<file path="src/rtl/hdv_arb_pkg.sv">
// hdv_arb_pkg: shared types, defaults and index-width helper for engine-side arbiters
package hdv_arb_pkg;
  typedef enum logic {IDLE, LOCKED} arb_state_t;
  localparam int N_REQ_DEF = 4;
  localparam int DW_DEF = 32;
  function automatic int idx_w(input int n);
    return (n > 1) ? $clog2(n) : 1;
  endfunction
endpackage

</file>
<file path="src/rtl/hdv_rr_pick.sv">
// hdv_rr_pick: combinational rotate-priority picker, first request above ptr wins
module hdv_rr_pick
  import hdv_arb_pkg::*;
#(
  parameter int N = N_REQ_DEF,
  localparam int IW = idx_w(N)
) (
  input  logic [N-1:0]  req,
  input  logic [IW-1:0] ptr,
  output logic [IW-1:0] win,
  output logic          any_req
);
  always_comb begin
    win = '0;
    for (int k = N; k >= 1; k--) begin
      int j;
      j = int'(ptr) + k;
      j = (j >= N) ? j - N : j;
      win = req[IW'(j)] ? IW'(j) : win;
    end
    any_req = |req;
  end
endmodule

</file>
<file path="src/rtl/hdv_stream_arbiter.sv">
// hdv_stream_arbiter: packet-locked round-robin AXI-Stream arbiter; HDV_ARB_STALL_WDOG_EN adds a stall watchdog
module hdv_stream_arbiter
  import hdv_arb_pkg::*;
#(
  parameter int N_REQ = N_REQ_DEF,
  parameter int DW = DW_DEF,
  parameter int WDOG_W = 16,
  localparam int IW = idx_w(N_REQ)
) (
  input  logic             ap_clk,
  input  logic             ap_rst_n,
  input  logic [N_REQ*DW-1:0] s_tdata,
  input  logic [N_REQ-1:0] s_tvalid,
  input  logic [N_REQ-1:0] s_tlast,
  output logic [N_REQ-1:0] s_tready,
  output logic [DW-1:0]    m_tdata,
  output logic             m_tvalid,
  output logic             m_tlast,
  input  logic             m_tready,
  output logic [IW-1:0]    grant_id,
  output logic             busy,
  output logic             stall_flag
);
  arb_state_t state_q, state_d;
  logic [IW-1:0] ptr_q, ptr_d, grant_q, grant_d, win;
  logic [DW-1:0] m_data_q, m_data_d;
  logic m_valid_q, m_valid_d, m_last_q, m_last_d;
  logic any_req, ready, accept, drain, arb;
  hdv_rr_pick #(.N(N_REQ)) u_pick (
    .req(s_tvalid),
    .ptr(ptr_q),
    .win(win),
    .any_req(any_req)
  );
  always_comb begin
    ready = (state_q == LOCKED) & (~m_valid_q | m_tready);
    s_tready = ready ? (N_REQ'(1) << grant_q) : '0;
    accept = ready & s_tvalid[grant_q];
    drain = m_valid_q & m_tready;
    arb = (state_q == IDLE) & any_req;
    state_d = (state_q == IDLE) ? (any_req ? LOCKED : IDLE)
                                : ((accept & s_tlast[grant_q]) ? IDLE : LOCKED);
    grant_d = arb ? win : grant_q;
    ptr_d = arb ? win : ptr_q;
    m_valid_d = accept | (m_valid_q & ~m_tready);
    m_data_d = accept ? s_tdata[grant_q*DW +: DW] : m_data_q;
    m_last_d = accept ? s_tlast[grant_q] : m_last_q;
  end
  always_ff @(posedge ap_clk or negedge ap_rst_n) begin
    if (!ap_rst_n) begin
      state_q <= IDLE;
      ptr_q <= IW'(N_REQ - 1);
      grant_q <= '0;
      m_valid_q <= 1'b0;
      m_data_q <= '0;
      m_last_q <= 1'b0;
    end else begin
      state_q <= state_d;
      ptr_q <= ptr_d;
      grant_q <= grant_d;
      m_valid_q <= m_valid_d;
      m_data_q <= m_data_d;
      m_last_q <= m_last_d;
    end
  end
  assign m_tdata = m_data_q;
  assign m_tvalid = m_valid_q;
  assign m_tlast = m_last_q;
  assign grant_id = grant_q;
  assign busy = (state_q == LOCKED);
`ifdef HDV_ARB_STALL_WDOG_EN
  logic [WDOG_W-1:0] wdog_q, wdog_d;
  logic stall_q, stall_d, stuck;
  always_comb begin
    stuck = (m_valid_q & ~m_tready) | ((state_q == LOCKED) & ~accept);
    wdog_d = (accept | drain) ? '0 : ((stuck & ~&wdog_q) ? wdog_q + 1'b1 : wdog_q);
    stall_d = stall_q | &wdog_d;
  end
  always_ff @(posedge ap_clk or negedge ap_rst_n) begin
    if (!ap_rst_n) begin
      wdog_q <= '0;
      stall_q <= 1'b0;
    end else begin
      wdog_q <= wdog_d;
      stall_q <= stall_d;
    end
  end
  assign stall_flag = stall_q;
`else
  assign stall_flag = (WDOG_W < 0);
`endif
endmodule

</file>
<file path="config.mk">
export PLATFORM = sky130hd
export DESIGN_NAME = hdv_stream_arbiter
export DESIGN_NICKNAME = d
export VERILOG_FILES = /design/src/rtl/hdv_arb_pkg.sv /design/src/rtl/hdv_rr_pick.sv /design/src/rtl/hdv_stream_arbiter.sv
export SDC_FILE = /design/constraint.sdc
export NUM_CORES = 1
export LEC_CHECK = 0
export ABC_CLOCK_PERIOD_IN_PS = 3600
export BUFFER_PORTS_ARGS = -buffer_cell sky130_fd_sc_hd__buf_2
export CORE_UTILIZATION = 45
export DETAILED_ROUTE_END_ITERATION = 12
export GPL_TIMING_DRIVEN = 0
export PLACE_DENSITY = 0.87
export SYNTH_ARGS = -nofsm -noshare
export SYNTH_HDL_FRONTEND = slang
export SYNTH_SLANG_ARGS = --single-unit
</file>
<file path="constraint.sdc">
create_clock -name ap_clk -period 3.6 [get_ports ap_clk]
set_input_delay 0.72 -clock ap_clk [delete_from_list [all_inputs] [get_ports ap_clk]]
set_output_delay 0.72 -clock ap_clk [all_outputs]
set_load 0.02 [all_outputs]
</file>
* After elaboration in Yosys (flattened, before gate mapping) *
Index checks and enable logic that the tools add are counted.

word-level totals
  word-level logic and storage cells = 64
  register bits = 39
  input bits = 139

operators by class
  $lt $le $gt $ge = 9
  multiplexer cells = 28
  bitwise logic cells = 10
  shifts and indexed selects = 2
  add/subtract/negate cells = 8
  reduce and logical (&&, ||, !) cells = 1

operators with widths
  operator               count
  $shiftx A128 B8 Y32    1
  $lt A2 B4 Y1 const B   4
  $mux W2                8
  $mux W1                13
  $bmux W1 S2            6
  $ge A3 B3 Y1 const B   3
  $sub A2 B1 Y2 const B  4
  $add A2 B2 Y3 const B  2
  $and A1 B1 Y1          5
  $add A2 B3 Y4 const B  1
  $ge A4 B3 Y1 const B   1
  $mux W4                1
  $reduce_or A4 Y1       1
  $shl A1 B2 Y4 const A  1
  $add A2 B1 Y3 const B  1
  $lt A2 B3 Y1 const B   1
  $not A1 Y1             3
  $or A1 B1 Y1           2

* Longest topological paths before layout *
Gate-level depths: netlist (run 1).

  word-level depth = 10
  depth in mapped cells = 5
  mapped depth without buffers = 4

* Hierarchy *
Synthesis (run 1) repeated with hierarchy kept, for this count alone.

second synthesis, totals
  cell total of the unflattened synthesis = 156
  area, all modules = 2,603.7 um2

modules (own cells, without submodules)
  module              seq. area each (um2)  area an instance (um2)  cells each  times used
  hdv_stream_arbiter  978.4                 2,524.9                 142         1
  hdv_rr_pick         0.0                   78.8                    14          1

* Least setup slack after synthesis (run 1) *
No wires, ideal clock.

  path kind = input-to-output
  start point = input port m_tready
  end point = output port s_tready[0]
  required time = 2,880 ps
  slack = 1,263 ps
  path buffers = 0
  stages = 3
  arrival = 1,617 ps
  path through = nand2b_1 > and2_1 > nor3b_1

on the way
  word-level cells in the longest chain between the ends = 3

RTL lines
  element             line                      RTL
  start: declaration  hdv_stream_arbiter.sv:19  input logic m_tready,
  $or A1 B1 Y1        hdv_stream_arbiter.sv:36  ready = (state_q == LOCKED) & (~m_valid_q | m_tready);
  $and A1 B1 Y1       hdv_stream_arbiter.sv:36
  $mux W4             hdv_stream_arbiter.sv:37  s_tready = ready ? (N_REQ'(1) << grant_q) : '0;
  end: declaration    hdv_stream_arbiter.sv:15  output logic [N_REQ-1:0] s_tready,

No other way between the ends.

* Final worst setup path (run 1) *
  start point = register grant_q[1], in the netlist grant_id[1]
  end point = output port s_tready[3]

on the way
  word-level cells in the longest chain between the ends = 2

RTL lines
  element                   line                      RTL
  start: declaration        hdv_stream_arbiter.sv:25  logic [IW-1:0] ptr_q, ptr_d, grant_q, grant_d, win;
  start signal: assignment  hdv_stream_arbiter.sv:60  grant_q <= grant_d;
  $shl A1 B2 Y4             hdv_stream_arbiter.sv:37
  $mux W4                   hdv_stream_arbiter.sv:37

No other way between the ends.

==> reports/metrics.yaml, run 1 <==
outcome: "finished clean"
powerDensity_nw_per_um2: 882
grt_pass1_wl_um: 10500
skew_ps: 5.82
critical_path.max_stage_delay_ps: 430
cts_setup_buffers: 0
critPathTopFamily: "buffers and inverters"
routed_wl_um: 6630
reg2reg_slack_ps: 1570
required_ps: 2880
cts_tree: "built"
grt_overflow: 0
critPathBufInv: 3
final_max_slew_viol_count: 0
synth-async-reset-ratio_pct: 100
rsz0062_at_grt: "no"
synthTopCellsByArea: "dfrtp_1, mux4_2, mux2_4, dfstp_2, mux4_1"
netlist_area_sq_um: 2570
ctsHoldBuffers: 0
grt_pass1_vias: 2207
top_layer: "met4"
met3_length_um: 357
globalRouteTotalUtil_pct: 22.6
synth_flop_cell: "dfrtp_1"
synth.distinct_cells: 32
yosysTopAreaCellShare_pct: 36.1
cts.reportedPaths.clkPinSlew_ps: 70
arrival_ps: 1800
setup.worst_path.class: "reg -> out"
die_height_um: 77.5
clk_path_buf_depth: 2
fin_area_sq_um: 3660
areaGrowthSynthToFinish_pct: 42.8
r2r-end: "m_tdata[8]"
min_to: "m_tdata[20]"
wl_met2_um: 3540
slew_headroom_pct: 43.3
numCtsBuffers: 5
antenna_found_initial: 0
layout_commonest_cell: "buf_2"
cts-resized-gates: 0
maxCapViolCount: 0
synth.yosys.seq_area_share_pct: 38.1
r2r_cells: 4
drt_iter0_drc: 67
critPathLaunchType: "register"
worst_pin_slew_ps: 850
r2r-start: "grant_id[1]"
drc_errors: 0
synth_edf_count: 0
ys_warn_count: 0
fmax_mhz: 396
final_cell_mix: "buf_2, dfrtp_1, mux4_2"
hold_class: "reg -> reg"
slowest_stage: "buf_1"
path_cells: "buf_2, buf_1, and3_1, buf_2"
start_util_pct: 46.6
met1Wirelength_um: 2660
dr_total_vias: 2186
via_per_inst: 5.19
period_share_pct: 70.1
yosys.area.top_type: "dfrtp_1"
avgSynthCellArea_sq_um: 15.8
period_minus_slack_ps: 2520
num_antenna_cells: 0
die_area_sq_um: 6010
fp.coreArea_sq_um: 5510
crit_top_cell: "buf_2"
wl_per_cell_um: 15.8
clock_latency_ps: 290
place.gp.congestion: 0.753
dpl_cell_area_sq_um: 3550
p_leak_nw: 1.88
fin_nets: 487
antenna_left: 0
drive_above_1_share_pct: 75.1
finalSetupViolCount: 0
syn_inst: 162
syn_nets: 301
finalHoldViolCount: 0
port_buffers: 179
dp_hpwl_um: 5290
path_max_fanout: 10
cts_max_level: 2
die_w_um: 77.5
cts_sinks: 39
cts-root-buf: "clkbuf_8"
ir_drop_v: 0.000534
ys_ff_latch: 39
rows: 27
grt_max_degree: 40
dr.pass1.iters: 4
worstSetupEndpointType: "primary output"
min-delay-start: "m_tdata[20]"
fin_tns_setup_ps: 0
min_path_cells: 1
io_pins: 181
-- power by group --
part / internal [mW] / switching, mW / leakage (nW)
Sequential: 0.682 / 0.138 / 0.454
Clock: 0.206 / 0.156 / 0.0581
Combinational: 1.09 / 0.958 / 1.37
-- layer usage --
layer,vias up,track usage [%]
met1,1071,27.2
met5,-,0
met2,99,40.6
li1,1008,-
met4,0,5.66
met3,8,5.41
-- logic make-up after synthesis --
family,share of synthesized area [%]
buf+inv,4.53
simple gates,5.56
mux,48.3
flops,38.1
compound gates,3.36
other cells,0.146
-- cells in the mapped netlist (2+ instances only) --
cell type / instances
a21oi_1: 5
buf_2: 3
buf_6: 4
buf_8: 2
clkbuf_1: 2
dfrtp_1: 37
dfstp_2: 2
inv_1: 2
mux2_1: 4
mux2_4: 28
mux4_1: 2
mux4_2: 32
nand2_1: 9
nand2b_1: 3
nor2_1: 7
o21ai_0: 4
-- layout make-up --
cell class                      count  area, sq um
Buffer                             13          109
Clock buffer                        5         68.8
Clock inverter                      3         43.8
Fill cell                         444         1840
Inverter                            2         7.51
Multi-Input combinational cell    108         1470
Sequential cell                    39          978
Tap cell                           72         90.1
Timing Repair Buffer              179          896
-- through the flow --
stage	total power, mW	setup slack, ps	util, %	instances	hold slack, ps
after detailed placement	2.89	1300	64.5	413	465
after global routing	3.43	909	66.6	421	499
after global placement	2.82	1300	64.5	413	459
final	3.23	1080	66.6	421	490
after floorplan	2.36	1260	-	162	424
after CTS	3.27	1070	66.6	421	491
-- worst max path at each step --
| stage | startpoint | depth (start not counted) | slack (ps) | endpoint |
|---|---|---|---|---|
| 2_1_floorplan | m_tready | 3 | 1260 | s_tready[0] |
| 6_report | grant_id[1] | 4 | 1080 | s_tready[3] |
| 5_1_grt | grant_id[1] | 5 | 910 | s_tready[2] |
| 3_3_place_gp | m_tready | 5 | 1300 | s_tready[3] |
| 4_1_cts | grant_id[1] | 4 | 1070 | s_tready[3] |
| 3_5_place_dp | m_tready | 5 | 1300 | s_tready[3] |
-- state kept, by name, summed over array words and instances, names as in the netlist --
register  flops
busy          1
grant_id      2
m_tdata      32
m_tlast       1
m_tvalid      1
ptr_q         2
No activity file was read; power rests on OpenSTA's default activity.
==> run 2: changes to the inputs <==
--- a/config.mk
+++ b/config.mk
@@ -5,12 +5,13 @@
 export SDC_FILE = /design/constraint.sdc
 export NUM_CORES = 1
 export LEC_CHECK = 0
-export ABC_CLOCK_PERIOD_IN_PS = 3600
+export ABC_AREA = 1
+export ABC_CLOCK_PERIOD_IN_PS = 2220
 export BUFFER_PORTS_ARGS = -buffer_cell sky130_fd_sc_hd__buf_2
-export CORE_UTILIZATION = 45
+export CORE_UTILIZATION = 37
 export DETAILED_ROUTE_END_ITERATION = 12
 export GPL_TIMING_DRIVEN = 0
-export PLACE_DENSITY = 0.87
+export PLACE_DENSITY = 0.77
 export SYNTH_ARGS = -nofsm -noshare
 export SYNTH_HDL_FRONTEND = slang
 export SYNTH_SLANG_ARGS = --single-unit
==> constraint.sdc (replaced) <==
create_clock -name ap_clk -period 2.22 [get_ports ap_clk]
set_input_delay 0.444 -clock ap_clk [delete_from_list [all_inputs] [get_ports ap_clk]]
set_output_delay 0.444 -clock ap_clk [all_outputs]
set_load 0.02 [all_outputs]
==> run 2 against run 1 <==
  * Sequential power increased by 54%
  * Sequential cell count is the same
  * Combinational power rose by 54%
  * Clock skew is essentially flat
  * First-iteration DRC count grew 120%
  * Synthesized cell count up 130%
  * Non-clock buffer count up 8
  * Highest routed layer unchanged
==> reports/metrics.yaml, run 2 <==
drive_above_1_share_pct: 36.9
synth-async-reset-ratio_pct: 100
design_power_total_mw: 4.86
num_antenna_cells: 0
clock_latency_ps: 280
syn_inst: 368
antenna_left: 0
rows: 29
ys_ff_latch: 39
met1Wirelength_um: 3580
io_pins: 181
worst_pin_slew_ps: 870
syn_nets: 507
reg2reg_slack_ps: 390
die_height_um: 83.5
worstSetupEndpointType: "register"
skew_ps: 5.38
finalSetupViolCount: 0
hold_class: "in -> async"
path_max_fanout: 10
numCtsBuffers: 5
r2r_cells: 7
start_util_pct: 38.5
synth_most_common_cell: "nand2_1"
antenna_found_initial: 0
top_layer: "met4"
period_share_pct: 82.4
fin_nets: 693
globalRouteTotalUtil_pct: 25.1
grt_pass1_vias: 3066
avgSynthCellArea_sq_um: 6.67
fmax_mhz: 547
grt_overflow: 0
synthTopCellsByCount: "nand2_1, nand3_1, dfrtp_1"
maxCapViolCount: 0
ctsHoldBuffers: 0
dr.pass1.iters: 4
layout_commonest_cell: "nand2_1"
met3_length_um: 580
p_leak_nw: 2.09
finalHoldViolCount: 0
die_w_um: 83.5
dr_total_vias: 3132
synthTopCellsByArea: "dfrtp_1, nand2_1, a22oi_1, nand3_1, dfstp_2"
fin_tns_setup_ps: 0
largest_register_ffs: 32
cts-resized-gates: 0
powerDensity_nw_per_um2: 1380
dp_hpwl_um: 6310
final_cell_mix: "nand2_1, buf_2, nand3_1"
drc_errors: 0
grt_max_degree: 40
yosys.area.top_type: "dfrtp_1"
fp.coreArea_sq_um: 6390
port_buffers: 179
die_area_sq_um: 6970
netlist_area_sq_um: 2460
cts_tree: "built"
yosysTopAreaCellShare_pct: 37.7
cts_sinks: 39
routed_wl_um: 8240
ir_drop_v: 0.000760
cts-root-buf: "clkbuf_8"
cts_setup_buffers: 0
rsz0062_at_grt: "no"
synth_edf_count: 0
period_minus_slack_ps: 1830
cts.reportedPaths.clkPinSlew_ps: 70
synth.distinct_cells: 21
setup.worst_path.class: "reg -> reg"
clk_path_buf_depth: 2
areaGrowthSynthToFinish_pct: 43.7
final_max_slew_viol_count: 0
place.gp.congestion: 0.832
arrival_ps: 2050
grt_pass1_wl_um: 14100
required_ps: 2440
slew_headroom_pct: 42.0
outcome: "finished clean"
ys_warn_count: 0
wl_per_cell_um: 13.0
synth.yosys.seq_area_share_pct: 39.8
drt_iter0_drc: 145
via_per_inst: 4.96
critPathLaunchType: "register"
synth_flop_cell: "dfrtp_1"
cts_max_level: 2
wl_met2_um: 3990
[run 2: path summary, 6_finish.rpt]
path                        startpoint           to
setup / recovery           grant_id[0]   m_tdata[1]
hold / removal                ap_rst_n  grant_id[0]
setup reg to reg           grant_id[0]   m_tdata[1]
hold reg to reg            m_tdata[10]  m_tdata[10]
max in group asynchronous     ap_rst_n   m_tdata[0]
min in group ap_clk           m_tready     m_tvalid
[run 2: cell type report]
cell class                 instances  area [sq um]
sequential                        39           978
fill                             648          2860
clock buffer                       7          76.3
inverter                          15          56.3
tap                               77          96.3
multi-input combinational        293          1310
clock inverter                     1          5.00
buffer                            21           113
timing repair buffer             179           896
[run 2: per-layer routing]
metal	track usage [%]	vias up
met3	5.74	9
met2	43.6	128
met1	31.6	1427
li1	-	1568
met4	6.32	0
met5	0	-
[run 2: cell families (layout without fill, tap and decap cells)]
kind of cell,count (synthesis),in the layout,share of synthesized area [%]
flops,39,39,39.8
simple gates,250,250,40.7
buf+inv,36,223,6.88
compound gates,42,42,12.5
other cells,1,1,0.153
[run 2: report_power, final]
group / switching [mW] / internal (mW)
Sequential: 0.194 / 1.06
Combinational: 2.07 / 1.08
Clock: 0.233 / 0.220
[run 2: stage by stage]
step / instances / instance area [sq um] / util, % / hold slack (ps) / setup slack, ps
6_report: 632 / 3530 / 55.3 / 269 / 391
3_3_place_gp: 624 / 3450 / 54.0 / 457 / 413
2_1_floorplan: 368 / 2460 / - / 148 / 658
5_1_grt: 632 / 3530 / 55.3 / 328 / 208
3_5_place_dp: 624 / 3450 / 54.0 / 459 / 386
4_1_cts: 632 / 3530 / 55.3 / 303 / 364
[run 2: critical path, cell delays in order, from the launching register on]
cell      delay (ps)
dfrtp_1          370
buf_2            160
nor2_2           350
clkbuf_1         540
nand2_1          120
nand3_1          110
nand2_1           50
nand2_1           50
